## src/rtl/adc_conv_scheduler.sv

```systemverilog
// -----------------------------------------------------------------------------
// adc_conv_scheduler
//
// Purpose:
//   Drives the modular ADC through its Avalon-ST command/response interface.
//   Every audio sample tick issues one conversion of the audio channel. After
//   that conversion completes, one potentiometer channel is converted, with the
//   pots taken in round-robin order. Each response is checked against the
//   channel it should come from. A matching response goes either to the audio
//   output strobe or to the holding register for that pot. Overrun, timeout and
//   channel-mismatch conditions are reported on sticky flags.
//
// Handshake semantics (both directions):
//   A command transfers on a clock edge where cmd_valid & cmd_ready are both
//   high. cmd_valid and cmd_channel stay stable until that edge. There is one
//   exception: a sample tick while a pot command is still waiting is given
//   audio priority, so the pot command is withdrawn and replaced by the audio
//   command. A response is taken on any edge where rsp_valid is high. There is
//   no backpressure on the response side.
//
// Ports:
//   clk_clk, reset_reset      : clock and asynchronous active-high reset
//   sample_tick               : single-cycle audio-rate strobe
//   cmd_valid/cmd_channel/... : command stream to the ADC (sop/eop = valid)
//   cmd_ready                 : ADC command accept
//   rsp_valid/channel/data    : response stream from the ADC
//   audio_data/audio_valid    : last audio sample, with a one-cycle update pulse
//   pot_data/pot_update       : per-pot holding registers and update pulses
//   overrun/err_timeout/err_mismatch : sticky error flags
//   clear_err                 : synchronous clear of the sticky flags
//   dbg_state                 : current FSM state, for observation
// -----------------------------------------------------------------------------
module adc_conv_scheduler #(
  parameter int NUM_POTS    = 3,
  parameter int AUDIO_CH    = 1,
  parameter int POT_CH_BASE = 2,
  parameter int TIMEOUT     = 255
) (
  input  logic                   clk_clk,
  input  logic                   reset_reset,
  input  logic                   sample_tick,
  output logic                   cmd_valid,
  output logic [4:0]             cmd_channel,
  output logic                   cmd_startofpacket,
  output logic                   cmd_endofpacket,
  input  logic                   cmd_ready,
  input  logic                   rsp_valid,
  input  logic [4:0]             rsp_channel,
  input  logic [11:0]            rsp_data,
  output logic [11:0]            audio_data,
  output logic                   audio_valid,
  output logic [12*NUM_POTS-1:0] pot_data,
  output logic [NUM_POTS-1:0]    pot_update,
  output logic                   overrun,
  output logic                   err_timeout,
  output logic                   err_mismatch,
  input  logic                   clear_err,
  output logic [2:0]             dbg_state
);

  localparam int IDX_W = (NUM_POTS > 1) ? $clog2(NUM_POTS) : 1;
  localparam int TMR_W = $clog2(TIMEOUT + 1);

  localparam logic [4:0]       AUD_CH   = 5'(AUDIO_CH);
  localparam logic [4:0]       POT_BASE = 5'(POT_CH_BASE);
  localparam logic [IDX_W-1:0] IDX_LAST = IDX_W'(NUM_POTS - 1);
  // The timer holds 0 on the first wait cycle. The abort therefore happens on
  // the cycle where it holds TIMEOUT-1, which is the TIMEOUT-th cycle of waiting.
  localparam logic [TMR_W-1:0] TMR_LAST = TMR_W'(TIMEOUT - 1);

  typedef enum logic [2:0] {
    S_IDLE     = 3'd0,
    S_AUD_CMD  = 3'd1,
    S_AUD_WAIT = 3'd2,
    S_POT_CMD  = 3'd3,
    S_POT_WAIT = 3'd4
  } state_t;

  state_t                  state_q;
  logic [IDX_W-1:0]        pot_idx_q;
  logic                    pend_q;
  logic [TMR_W-1:0]        timer_q;
  logic                    cmd_valid_q;
  logic [4:0]              cmd_channel_q;
  logic [11:0]             audio_data_q;
  logic                    audio_valid_q;
  logic [12*NUM_POTS-1:0]  pot_data_q;
  logic [NUM_POTS-1:0]     pot_update_q;
  logic                    overrun_q;
  logic                    err_timeout_q;
  logic                    err_mismatch_q;

  logic [4:0]       pot_ch;
  logic [IDX_W-1:0] pot_idx_d;
  logic             in_wait;
  logic [4:0]       exp_ch;
  logic             rsp_match;
  logic             mismatch_evt;
  logic             timeout_evt;
  logic             overrun_evt;

  assign pot_ch    = POT_BASE + 5'(pot_idx_q);
  assign pot_idx_d = (pot_idx_q == IDX_LAST) ? '0 : pot_idx_q + IDX_W'(1);

  always_comb begin
    in_wait      = (state_q == S_AUD_WAIT) || (state_q == S_POT_WAIT);
    exp_ch       = (state_q == S_AUD_WAIT) ? AUD_CH : pot_ch;
    rsp_match    = rsp_valid && in_wait && (rsp_channel == exp_ch);
    // Any response outside a wait state is a late response. Any response
    // carrying the wrong channel is discarded. Both cases count as a mismatch.
    mismatch_evt = rsp_valid && !rsp_match;
    // A response that arrives on the expiry cycle takes precedence over the abort.
    timeout_evt  = in_wait && !rsp_valid && (timer_q == TMR_LAST);
    overrun_evt  = sample_tick && pend_q;
  end

  // Sticky flags. A clear wins over a set on the same cycle.
  always_ff @(posedge clk_clk or posedge reset_reset) begin
    if (reset_reset) begin
      overrun_q      <= 1'b0;
      err_timeout_q  <= 1'b0;
      err_mismatch_q <= 1'b0;
    end else if (clear_err) begin
      overrun_q      <= 1'b0;
      err_timeout_q  <= 1'b0;
      err_mismatch_q <= 1'b0;
    end else begin
      overrun_q      <= overrun_q      | overrun_evt;
      err_timeout_q  <= err_timeout_q  | timeout_evt;
      err_mismatch_q <= err_mismatch_q | mismatch_evt;
    end
  end

  // Main sequencer. The command outputs are registered alongside each transition.
  always_ff @(posedge clk_clk or posedge reset_reset) begin
    if (reset_reset) begin
      state_q       <= S_IDLE;
      pot_idx_q     <= '0;
      pend_q        <= 1'b0;
      timer_q       <= '0;
      cmd_valid_q   <= 1'b0;
      cmd_channel_q <= '0;
      audio_data_q  <= '0;
      audio_valid_q <= 1'b0;
      pot_data_q    <= '0;
      pot_update_q  <= '0;
    end else begin
      audio_valid_q <= 1'b0;
      pot_update_q  <= '0;

      case (state_q)
        S_IDLE: begin
          if (sample_tick || pend_q) begin
            state_q       <= S_AUD_CMD;
            pend_q        <= 1'b0;
            cmd_valid_q   <= 1'b1;
            cmd_channel_q <= AUD_CH;
          end
        end

        S_AUD_CMD: begin
          if (sample_tick) pend_q <= 1'b1;
          if (cmd_ready) begin
            state_q       <= S_AUD_WAIT;
            timer_q       <= '0;
            cmd_valid_q   <= 1'b0;
            cmd_channel_q <= '0;
          end
        end

        S_AUD_WAIT: begin
          if (sample_tick) pend_q <= 1'b1;
          if (rsp_valid) begin
            if (rsp_match) begin
              audio_data_q  <= rsp_data;
              audio_valid_q <= 1'b1;
            end
            state_q       <= S_POT_CMD;
            cmd_valid_q   <= 1'b1;
            cmd_channel_q <= pot_ch;
          end else if (timer_q == TMR_LAST) begin
            state_q <= S_IDLE;
          end else begin
            timer_q <= timer_q + TMR_W'(1);
          end
        end

        S_POT_CMD: begin
          if (cmd_ready) begin
            // If the command was accepted on this edge, the tick cannot
            // preempt it. Hold the tick in the pending slot instead.
            if (sample_tick) pend_q <= 1'b1;
            state_q       <= S_POT_WAIT;
            timer_q       <= '0;
            cmd_valid_q   <= 1'b0;
            cmd_channel_q <= '0;
          end else if (sample_tick) begin
            // Audio priority. Withdraw the pot command and leave pot_idx as it
            // is, so the same pot is retried after this audio conversion.
            state_q       <= S_AUD_CMD;
            cmd_channel_q <= AUD_CH;
          end
        end

        S_POT_WAIT: begin
          if (sample_tick) pend_q <= 1'b1;
          if (rsp_valid) begin
            if (rsp_match) begin
              pot_data_q[12*int'(pot_idx_q) +: 12] <= rsp_data;
              pot_update_q[pot_idx_q]              <= 1'b1;
            end
            pot_idx_q <= pot_idx_d;
            state_q   <= S_IDLE;
          end else if (timer_q == TMR_LAST) begin
            pot_idx_q <= pot_idx_d;
            state_q   <= S_IDLE;
          end else begin
            timer_q <= timer_q + TMR_W'(1);
          end
        end

        default: begin
          state_q       <= S_IDLE;
          cmd_valid_q   <= 1'b0;
          cmd_channel_q <= '0;
        end
      endcase
    end
  end

  assign cmd_valid         = cmd_valid_q;
  assign cmd_channel       = cmd_channel_q;
  assign cmd_startofpacket = cmd_valid_q;
  assign cmd_endofpacket   = cmd_valid_q;
  assign audio_data        = audio_data_q;
  assign audio_valid       = audio_valid_q;
  assign pot_data          = pot_data_q;
  assign pot_update        = pot_update_q;
  assign overrun           = overrun_q;
  assign err_timeout       = err_timeout_q;
  assign err_mismatch      = err_mismatch_q;
  assign dbg_state         = state_q;

endmodule

```

## config.mk

```make
export PLATFORM = sky130hd
export DESIGN_NAME = adc_conv_scheduler
export DESIGN_NICKNAME = d
export VERILOG_FILES = /design/src/rtl/adc_conv_scheduler.sv
export SDC_FILE = /design/constraint.sdc
export NUM_CORES = 1
export LEC_CHECK = 0
export CORE_MARGIN = 3
export CORE_UTILIZATION = 40
export CTS_BUF_LIST = sky130_fd_sc_hd__clkbuf_2
export CTS_CLUSTER_DIAMETER = 50
export DETAILED_ROUTE_END_ITERATION = 16
export MAX_ROUTING_LAYER = met4
export PLACE_DENSITY_LB_ADDON = 0.2
export SLEW_MARGIN = 20
export SYNTH_ARGS = -nofsm -noshare
export SYNTH_HDL_FRONTEND = slang
export SYNTH_SLANG_ARGS = --single-unit
```

## constraint.sdc

```tcl
create_clock -name clk_clk -period 2.4 [get_ports clk_clk]
set_input_delay 0.48 -clock clk_clk [delete_from_list [all_inputs] [get_ports clk_clk]]
set_output_delay 0.48 -clock clk_clk [all_outputs]
set_load 0.03 [all_outputs]
```

# Yosys cells after proc, flatten, opt, wreduce, memory -nomap -nowiden
# Cells that the tools add are included.
[totals]
ff_bits = 75
latchBits = 0
ramBits = 0
rom_bits = 0
inputBits = 23
output_inout_bits = 66
elab_cells = 109
memories = 0
[op_classes]
n_addsub = 4
multipliers = 1
div = 0
magnitude_cmp = 2
n_eq_ne = 15
n_shift = 2
mux = 42
bitwise_logic = 4
reduce_logical = 26
[ops]
columns = ["cell", "n"]
rows = [
  ["$bwmux W36", 1],
  ["$shift A12 B33 Y36 const A", 1],
  ["$shiftx A12 B33 Y36", 1],
  ["$mux W3", 11],
  ["$neg A6 Y33", 1],
  ["$mux W5", 5],
  ["$pmux W5 S5", 1],
  ["$mux W8", 3],
  ["$pmux W8 S2", 1],
  ["$pmux W3 S5", 1],
  ["$mux W1", 13],
  ["$ne A2 B2 Y1 const B", 6],
  ["$reduce_and A3 Y1", 4],
  ["$add A8 B1 Y8 const B", 1],
  ["$eq A8 B8 Y1 const B", 1],
  ["$reduce_and A4 Y1", 2],
  ["$logic_and A1 B1 Y1", 7],
  ["$eq A3 B2 Y1 const B", 2],
  ["$mux W2", 3],
  ["$eq A5 B3 Y1", 1],
  ["$reduce_and A5 Y1", 1],
  ["$mul A2 B2 Y4 const A", 1],
  ["$pmux W1 S4", 1],
  ["$reduce_bool A2 Y1", 2],
  ["other kinds (20)", 25],
]

# Logic depth before layout (Yosys ltp)
[depth]
ltp_word = 8
mapped_depth = 9
ltp_nobuf = 7

# Least setup slack after synthesis
# OpenSTA, ideal clock, no wires.
[synth_path]
path_kind = "reg2reg"
startpoint = "register pot_idx_q[0]"
endpoint = "register pot_data_q[35], in the netlist pot_data[35]"
setup_ns = 0.125
arrival_ns = 2.319
required_time_ns = 2.275
setup_slack_ns = -0.044
path_stages_with_launch = 10
n_path_buf = 3
synth_period_minus_slack_ns = 2.444
cell_sequence = "dfrtp_1 -> clkbuf_1 -> inv_1 -> ha_1 -> clkbuf_1 -> clkbuf_1 -> mux2i_1 -> o21ai_0 -> nor3b_1 -> mux2_2"
[synth_between]
elab_chain_cells = 5
word_cells_on_any_way = 10
classes_between = "add/sub: 2; mul: 1; eq/ne: 1; shift: 2; mux: 2; reduce/logical: 2"
[synth_lines]
columns = ["item", "line", "text"]
rows = [
  ["from (decl)", "80", "logic [IDX_W-1:0] pot_idx_q;"],
  ["from (signal assigned)", "212", "pot_idx_q <= pot_idx_d;"],
  ["from (signal assigned)", "215", "pot_idx_q <= pot_idx_d;"],
  ["branches (longest 5 deep; another with $neg A6 Y33)", "-", ""],
  ["to (signal, indexed assignment)", "209", "pot_data_q[12*int'(pot_idx_q) +: 12] <= rsp_data;"],
  ["to (decl)", "87", "logic [12*NUM_POTS-1:0] pot_data_q;"],
]
# Parallel ways; which one is timed is not known.
# A chain may end at the register's enable or synchronous reset.

# Final worst setup path
[layout_path]
startpoint = "register state_q[1], in the netlist dbg_state[1]"
endpoint = "register pot_data_q[30], in the netlist pot_data[30]"
[layout_between]
elab_chain_cells = 5
word_cells_on_any_way = 8
classes_between = "eq/ne: 3; mux: 1; reduce/logical: 4"
[layout_lines]
columns = ["item", "line", "text"]
rows = [
  ["from (decl)", "79", "state_t state_q;"],
  ["from (signal assigned)", "137", "state_q <= S_IDLE;"],
  ["from (signal assigned)", "154", "state_q <= S_AUD_CMD;"],
  ["from (signal assigned)", "164", "state_q <= S_AUD_WAIT;"],
  ["$eq A3 B2 Y1 or $eq A3 B3 Y1 (tied branches)", "106, 107, 151", ""],
  ["$mux W3 or $logic_or A1 B1 Y1 (tied branches)", "107, 106", ""],
  ["$eq A5 B3 Y1 or $logic_and A1 B1 Y1 (tied branches)", "108", "rsp_match = rsp_valid && in_wait && (rsp_channel == exp_ch);"],
  ["$logic_and A1 B1 Y1", "108", ""],
  ["$reduce_and A3 Y1 (no source line) (*)", "-", ""],
]
# Every way passes the cells marked *; elsewhere a longest branch is shown, timed or not.

==> results.toml <==
[outcome]
status = "finished clean"

[worst_setup_path]
end_kind = "flop"
worst_path_max_delay_cell = "dfrtp_1"
critPathBufInv = 1
cp_top_family = "simple AND/OR/NAND/NOR gates"
cpPeakStageDelay_ps = 500
path_max_fanout = 9
path_cells = "or3b_4 > nor3b_4 > o2111ai_2 > nor2_2 > buf_12 > mux2_2"
critical_path_arrival_ps = 2610
crit_path_start_kind = "flop"
critPathRequiredTime_ps = 2790
worstSetupPathType = "reg -> reg"

[power_and_ir_drop]
ir_worst_vdd_uv = 349
netSwitchingPower_mw = 1.83
clkPwrFrac = 0.130
comb_power_share = 0.521
p_leak_nw = 2.25
internal_power_mw = 2.40
swShare = 0.433
p_per_area_mw_per_mm2 = 855
power_frac_seq = 0.349

[detailed_routing]
firstDrtPassIters = 5
routedWlPerCell_microns = 16.3
wirelength_microns = 9550
drt_iter0_drc = 221
vias = 3081
remaining_drc_errors = 0
via_per_inst = 5.26
ant_nets = 0

[timing]
max_clock_freq_mhz = 451
min_period_ps = 2220
rsz0062_at_grt = "no"
relSlewSlack = 0.649
tightest_slew_ps = 526
setup_ws_ps = 183
timing.final.crit_share = 0.924
hold_viol_final = 0
setup_violations = 0
fin_worst_skew_ps = 22.3
final_max_slew_viol_count = 0

[logic_synthesis]
synth_cell_types = 53
synth_edf_count = 0
seq_area_frac_synth = 0.491
synth_common_cells = "dfrtp_1, nand2_1, o21ai_0"
synth_area_sq_mm = 0.00372
yosys.area.top_type_share = 0.491
syn_area_per_cell_sq_um = 10.1
syn_inst = 368
synth.most_common_cell = "dfrtp_1"
ys_warn_count = 0
yosys.area.top_type = "dfrtp_1"
ys_async_sr_fraction = 1.00
synth_seq_cells = 73
ys.flop_type = "dfrtp_1"
synthTopCellsByArea = "dfrtp_1, mux2_2, nand2_1"

[clocking]
cts_root_buffer = "clkbuf_2"
cts_setup_buffers = 0
clock-sinks = 73
insertion_delay_ps = 500
cts_buffers = 9
htreeDepth = 3
path_clk_slew_ps = 180
clk_path_buf_depth = 2
cts_tree = "done"

[floorplan]
die_area_sq_mm = 0.0105
ioPinCount = 89
die_h_microns = 102
rows = 34
die_x_microns = 102
core-area_sq_mm = 0.00889
initial_utilization = 0.419

[grt]
antenna_found_initial = 0
grt_max_degree = 74
grt_first_pass_wirelength_microns = 15500
grt_pass1_vias = 3020
grt_overflow = 0
grt_util_all_layers = 0.197

[cells_and_area]
area_growth_pct = 32.9
final_cells = 586
drive_gt1_frac = 0.178
multi_input_area_sq_mm = 0.00169
final_util = 0.557
nets = 504
diodes = 0
fillers = 806
seqCellArea_sq_mm = 0.00183

[placed_design]
io_buffers = 86
dp_hpwl_microns = 6960
place.gp.congestion = 0.851
placed_cells = 571
dp_slack_ps = -94.9

[worst_hold_path]
hold_path_class = "in -> async"

[job]
maxCapViolCount = 0
## cell families (layout without fill, tap and decap cells)
group | count (synthesis) | in the layout | share of synthesized area
DFF | 73 | 73 | 0.491
and+or+nand+nor | 123 | 123 | 0.166
muxes | 41 | 41 | 0.119
buffers and inverters | 43 | 152 | 0.0558
AOI/OAI and AO/OA | 76 | 76 | 0.134
xor gates and xnor gates | 4 | 4 | 0.00941
other | 1 | 2 | 0.00101
adders and majority gates | 7 | 7 | 0.0235
## placed cells by master (no fill, tap or decap), types with 6 or more instances in the layout
| cell | netlist | routed |
|---|---|---|
| nand2_1 | 46 | 46 |
| clkdlybuf4s50_1 | 0 | 84 |
| nand3_1 | 12 | 12 |
| mux2_2 | 27 | 27 |
| buf_4 | 5 | 31 |
| mux2i_1 | 14 | 14 |
| dfrtp_1 | 73 | 73 |
| a22oi_1 | 6 | 6 |
| clkbuf_2 | 0 | 11 |
| ha_1 | 7 | 7 |
| o21ai_0 | 29 | 29 |
| nor2_1 | 25 | 25 |
| a21oi_1 | 15 | 15 |
| inv_1 | 17 | 16 |
## layout make-up
type / instances / area share
Clock buffer: 11 / 0.0111
Inverter: 17 / 0.0129
Tap cell: 108 / 0.0273
Timing Repair Buffer: 120 / 0.233
Sequential cell: 73 / 0.369
Multi-Input combinational cell: 253 / 0.342
Clock inverter: 4 / 0.00430
## power by group through the flow
stage / sequential [mW] / combinational [mW] / clock (mW)
after detailed placement: 1.50 / 2.20 / 0
after CTS: 1.48 / 2.20 / 0.574
final: 1.48 / 2.21 / 0.549
after global placement: 1.49 / 2.17 / 0
after floorplan: 1.63 / 1.38 / 0
after global routing: 1.51 / 2.42 / 0.617
## metrics by stage
stage | hold slack, ps | setup TNS (ps) | cell area (sq um) | power, mW
2_1_floorplan | 444 | 0 | 3730 | 3.01
3_3_place_gp | 465 | -1030 | 4870 | 3.66
3_5_place_dp | 469 | -1710 | 4870 | 3.70
4_1_cts | 325 | 0 | 4950 | 4.25
5_1_grt | 340 | 0 | 4950 | 4.55
6_report | 363 | 0 | 4950 | 4.23
## per-layer routing
layer  vias to the layer above  routed length (microns)  global-route usage
met5                         -                        0                   -
met4                         0                       40              0.0424
met3                         4                      566              0.0519
met2                        96                     4240               0.280
met1                      1479                     4700               0.284
li1                       1502                        -                   -
## state kept, by name, summed over array words and instances, names as in the netlist
name,count
timer_q,8
pend_q,1
err_timeout,1
cmd_channel,3
overrun,1
pot_idx_q,2
dbg_state,3
pot_data,36
audio_valid,1
err_mismatch,1
pot_update,3
audio_data,12
cmd_endofpacket,1
## path summary, 6_finish.rpt
check | from | end | slack [ps] | depth (start not counted)
max in group asynchronous | reset_reset | pot_data[28] | 1730 | 3
min in group clk_clk | timer_q[5] | timer_q[5] | 490 | 1
worst min register to register | timer_q[5] | timer_q[5] | 490 | 1
worst max-delay path | dbg_state[1] | pot_data[30] | 180 | 6
worst min-delay path | reset_reset | cmd_channel[2] | 360 | 3
worst max register to register | dbg_state[1] | pot_data[30] | 180 | 6
## tightest hold or removal path, stage by stage
cell	delay, ps
clkdlybuf4s50_1	410
inv_2	70
buf_12	320
## repair_timing
item | 4_1_cts | 5_1_grt
hold buffers | 0 | 0
gates resized for setup | 1 | 1
pin swaps | 0 | 0
setup endpoints to repair | 1 | 1
Note: power is estimated with default switching activity, not from simulation.
==> RTL edit: new RTL, same flow settings <==
Reset style: synchronous (`reset_reset`), changed in 2 clocked blocks. Comments in the files are not updated.
--- a/src/rtl/adc_conv_scheduler.sv
+++ b/src/rtl/adc_conv_scheduler.sv
@@ -115,7 +115,7 @@
   end
 
   // Sticky flags. A clear wins over a set on the same cycle.
-  always_ff @(posedge clk_clk or posedge reset_reset) begin
+  always_ff @(posedge clk_clk) begin
     if (reset_reset) begin
       overrun_q      <= 1'b0;
       err_timeout_q  <= 1'b0;
@@ -132,7 +132,7 @@
   end
 
   // Main sequencer. The command outputs are registered alongside each transition.
-  always_ff @(posedge clk_clk or posedge reset_reset) begin
+  always_ff @(posedge clk_clk) begin
     if (reset_reset) begin
       state_q       <= S_IDLE;
       pot_idx_q     <= '0;
Check against the original RTL: differs if reset_reset is asserted again (counterexample within 4 cycles, from zero or initial values and one cycle with reset_reset high); with reset_reset held inactive, the same outputs for 4 cycles.
==> RTL edit against the original RTL <==
Via count grew 11%; wire length grew 4.5%; synthesized area grew 3.9%; critical path type is now reg -> out; register-to-register slack gained 0.20 ns; largest cell class is now multi-input gates; final area grew 2.3%; worst setup slack lost 0.093 ns; sequential share of layout area shrank 8.0 points; count of clock-buffer cells in the layout shrank 1; sequential cell count is the same; critical endpoint is now dbg_state[1]; global-route usage shrank 0.85 points.
Power is not compared: it rests on default switching activity, and its combinational part moved more than twofold at a synthesized area within 25%.
==> RTL edit: results (changes against the original RTL) <==
stage,metric,value,unit,change
outcome,status,completed,,
synth,"Seq/Total Area, Yosys",0.378,,-0.113
synth,Synth Area in Adders,0.0259,,+0.00236
finish,inverter count,6,,-11
finish,Final nets,560,,+11%
finish,multi-input gates,324,,+28%
finish,FILL cells,892,,+11%
global_routing,GRT Overall Usage,0.189,,-0.00850
finish,number of sequential cells,73,,unchanged
placement,Final Wtd Congestion,0.828,,-2.7%
worst_hold_path,HP Class,reg -> reg,,
timing,max_slew headroom,0.608,,-0.0408
global_routing,pin count of the biggest net entering global routing,30,,-59%
critical_path,CP Max Fanout,20,,+11
finish,register area,1460,sq um,-20%
synth,library cells used by synthesis,55,,+3.8%
route,DR vias/cell,5.16,,-1.9%
global_routing,number of global-route vias before repair,3249,,+7.6%
synth,Most used DFF post-synth,dfxtp_1,,
finish,Clock Buffer Count,10,,-1
route,DR iter-0 viols,143,,-35%
synth,ys async rst share,0,,-1.00
route,Pre-antenna DRT Iters,6,,+1
placement,pre-CTS setup slack,-0.0516,ns,+0.0433 ns
finish,fraction of layout cells with a size suffix above 1,0.122,,-0.0561
finish,NonClk Buf Share,0.219,,-0.0148
clock_network,clock transition at the registers of the reported paths,0.20,ns,+0.02 ns
synth,multiplexer share of the synthesized area,0.161,,+0.0415
synth,"top cells by count, synth","nand2_1 (85), dfxtp_1 (73), mux2i_1 (51), nand3b_1 (25), clkbuf_1 (21)",,
synth,top area cells in the synthesized netlist,"dfxtp_1 (38%), mux2i_1 (13%), nand2_1 (8.3%)",,
route,WL final,9980,microns,+4.5%
==> RTL edit: changes by cell type in the layout (fill, tap and decap cells not counted), moves of 5 or more <==
cell and change:
o21ai_0 -14, dfxtp_1 +71, inv_1 -11, dfrtp_1 -73
nor3_1 +7, nand3_1 +5, mux2_2 -21, nand2_1 +39
mux2i_1 +37, nand3b_1 +24, nor2_1 -15
==> RTL edit: metrics by stage <==
| stage | std cells | power [uW] | instance area (sq um) |
|---|---|---|---|
| after floorplan | 439 | 1450 | 3870 |
| after global placement | 647 | 1570 | 4950 |
| after detailed placement | 647 | 1570 | 4950 |
| after CTS | 663 | 2250 | 5060 |
| after global routing | 663 | 2330 | 5060 |
| final | 663 | 2220 | 5060 |
==> RTL edit: path summary, 6_finish.rpt <==
| check | start | endpoint | slack, ns | cells after the start |
|---|---|---|---|---|
| worst max-delay path | dbg_state[1] | dbg_state[1] | 0.09 | 2 |
| worst min-delay path | pot_data[29] | pot_data[29] | 0.47 | 2 |
| worst max register to register | pot_idx_q[0] | pot_data[30] | 0.38 | 7 |
| worst min register to register | pot_data[29] | pot_data[29] | 0.47 | 2 |
==> RTL edit: power groups by stage <==
stage                     combinational, uW  clock (uW)  sequential [uW]
after CTS                               307         702             1240
after floorplan                         169           0             1280
final                                   306         677             1240
after global routing                    332         757             1250
after detailed placement                306           0             1270
after global placement                  304           0             1260
==> RTL edit: critical path: stages (launching register included) <==
cell             delay, ns
dfxtp_1               0.38
buf_4                 0.24
clkdlybuf4s50_1       0.71
==> RTL edit: routing by layer <==
layer | global-route usage | vias up | wire (microns)
met1 | 0.258 | 1583 | 4960
li1 | - | 1735 | -
met2 | 0.282 | 87 | 4490
met4 | 0.0636 | 0 | 153
met3 | 0.0323 | 15 | 374
met5 | - | - | 0
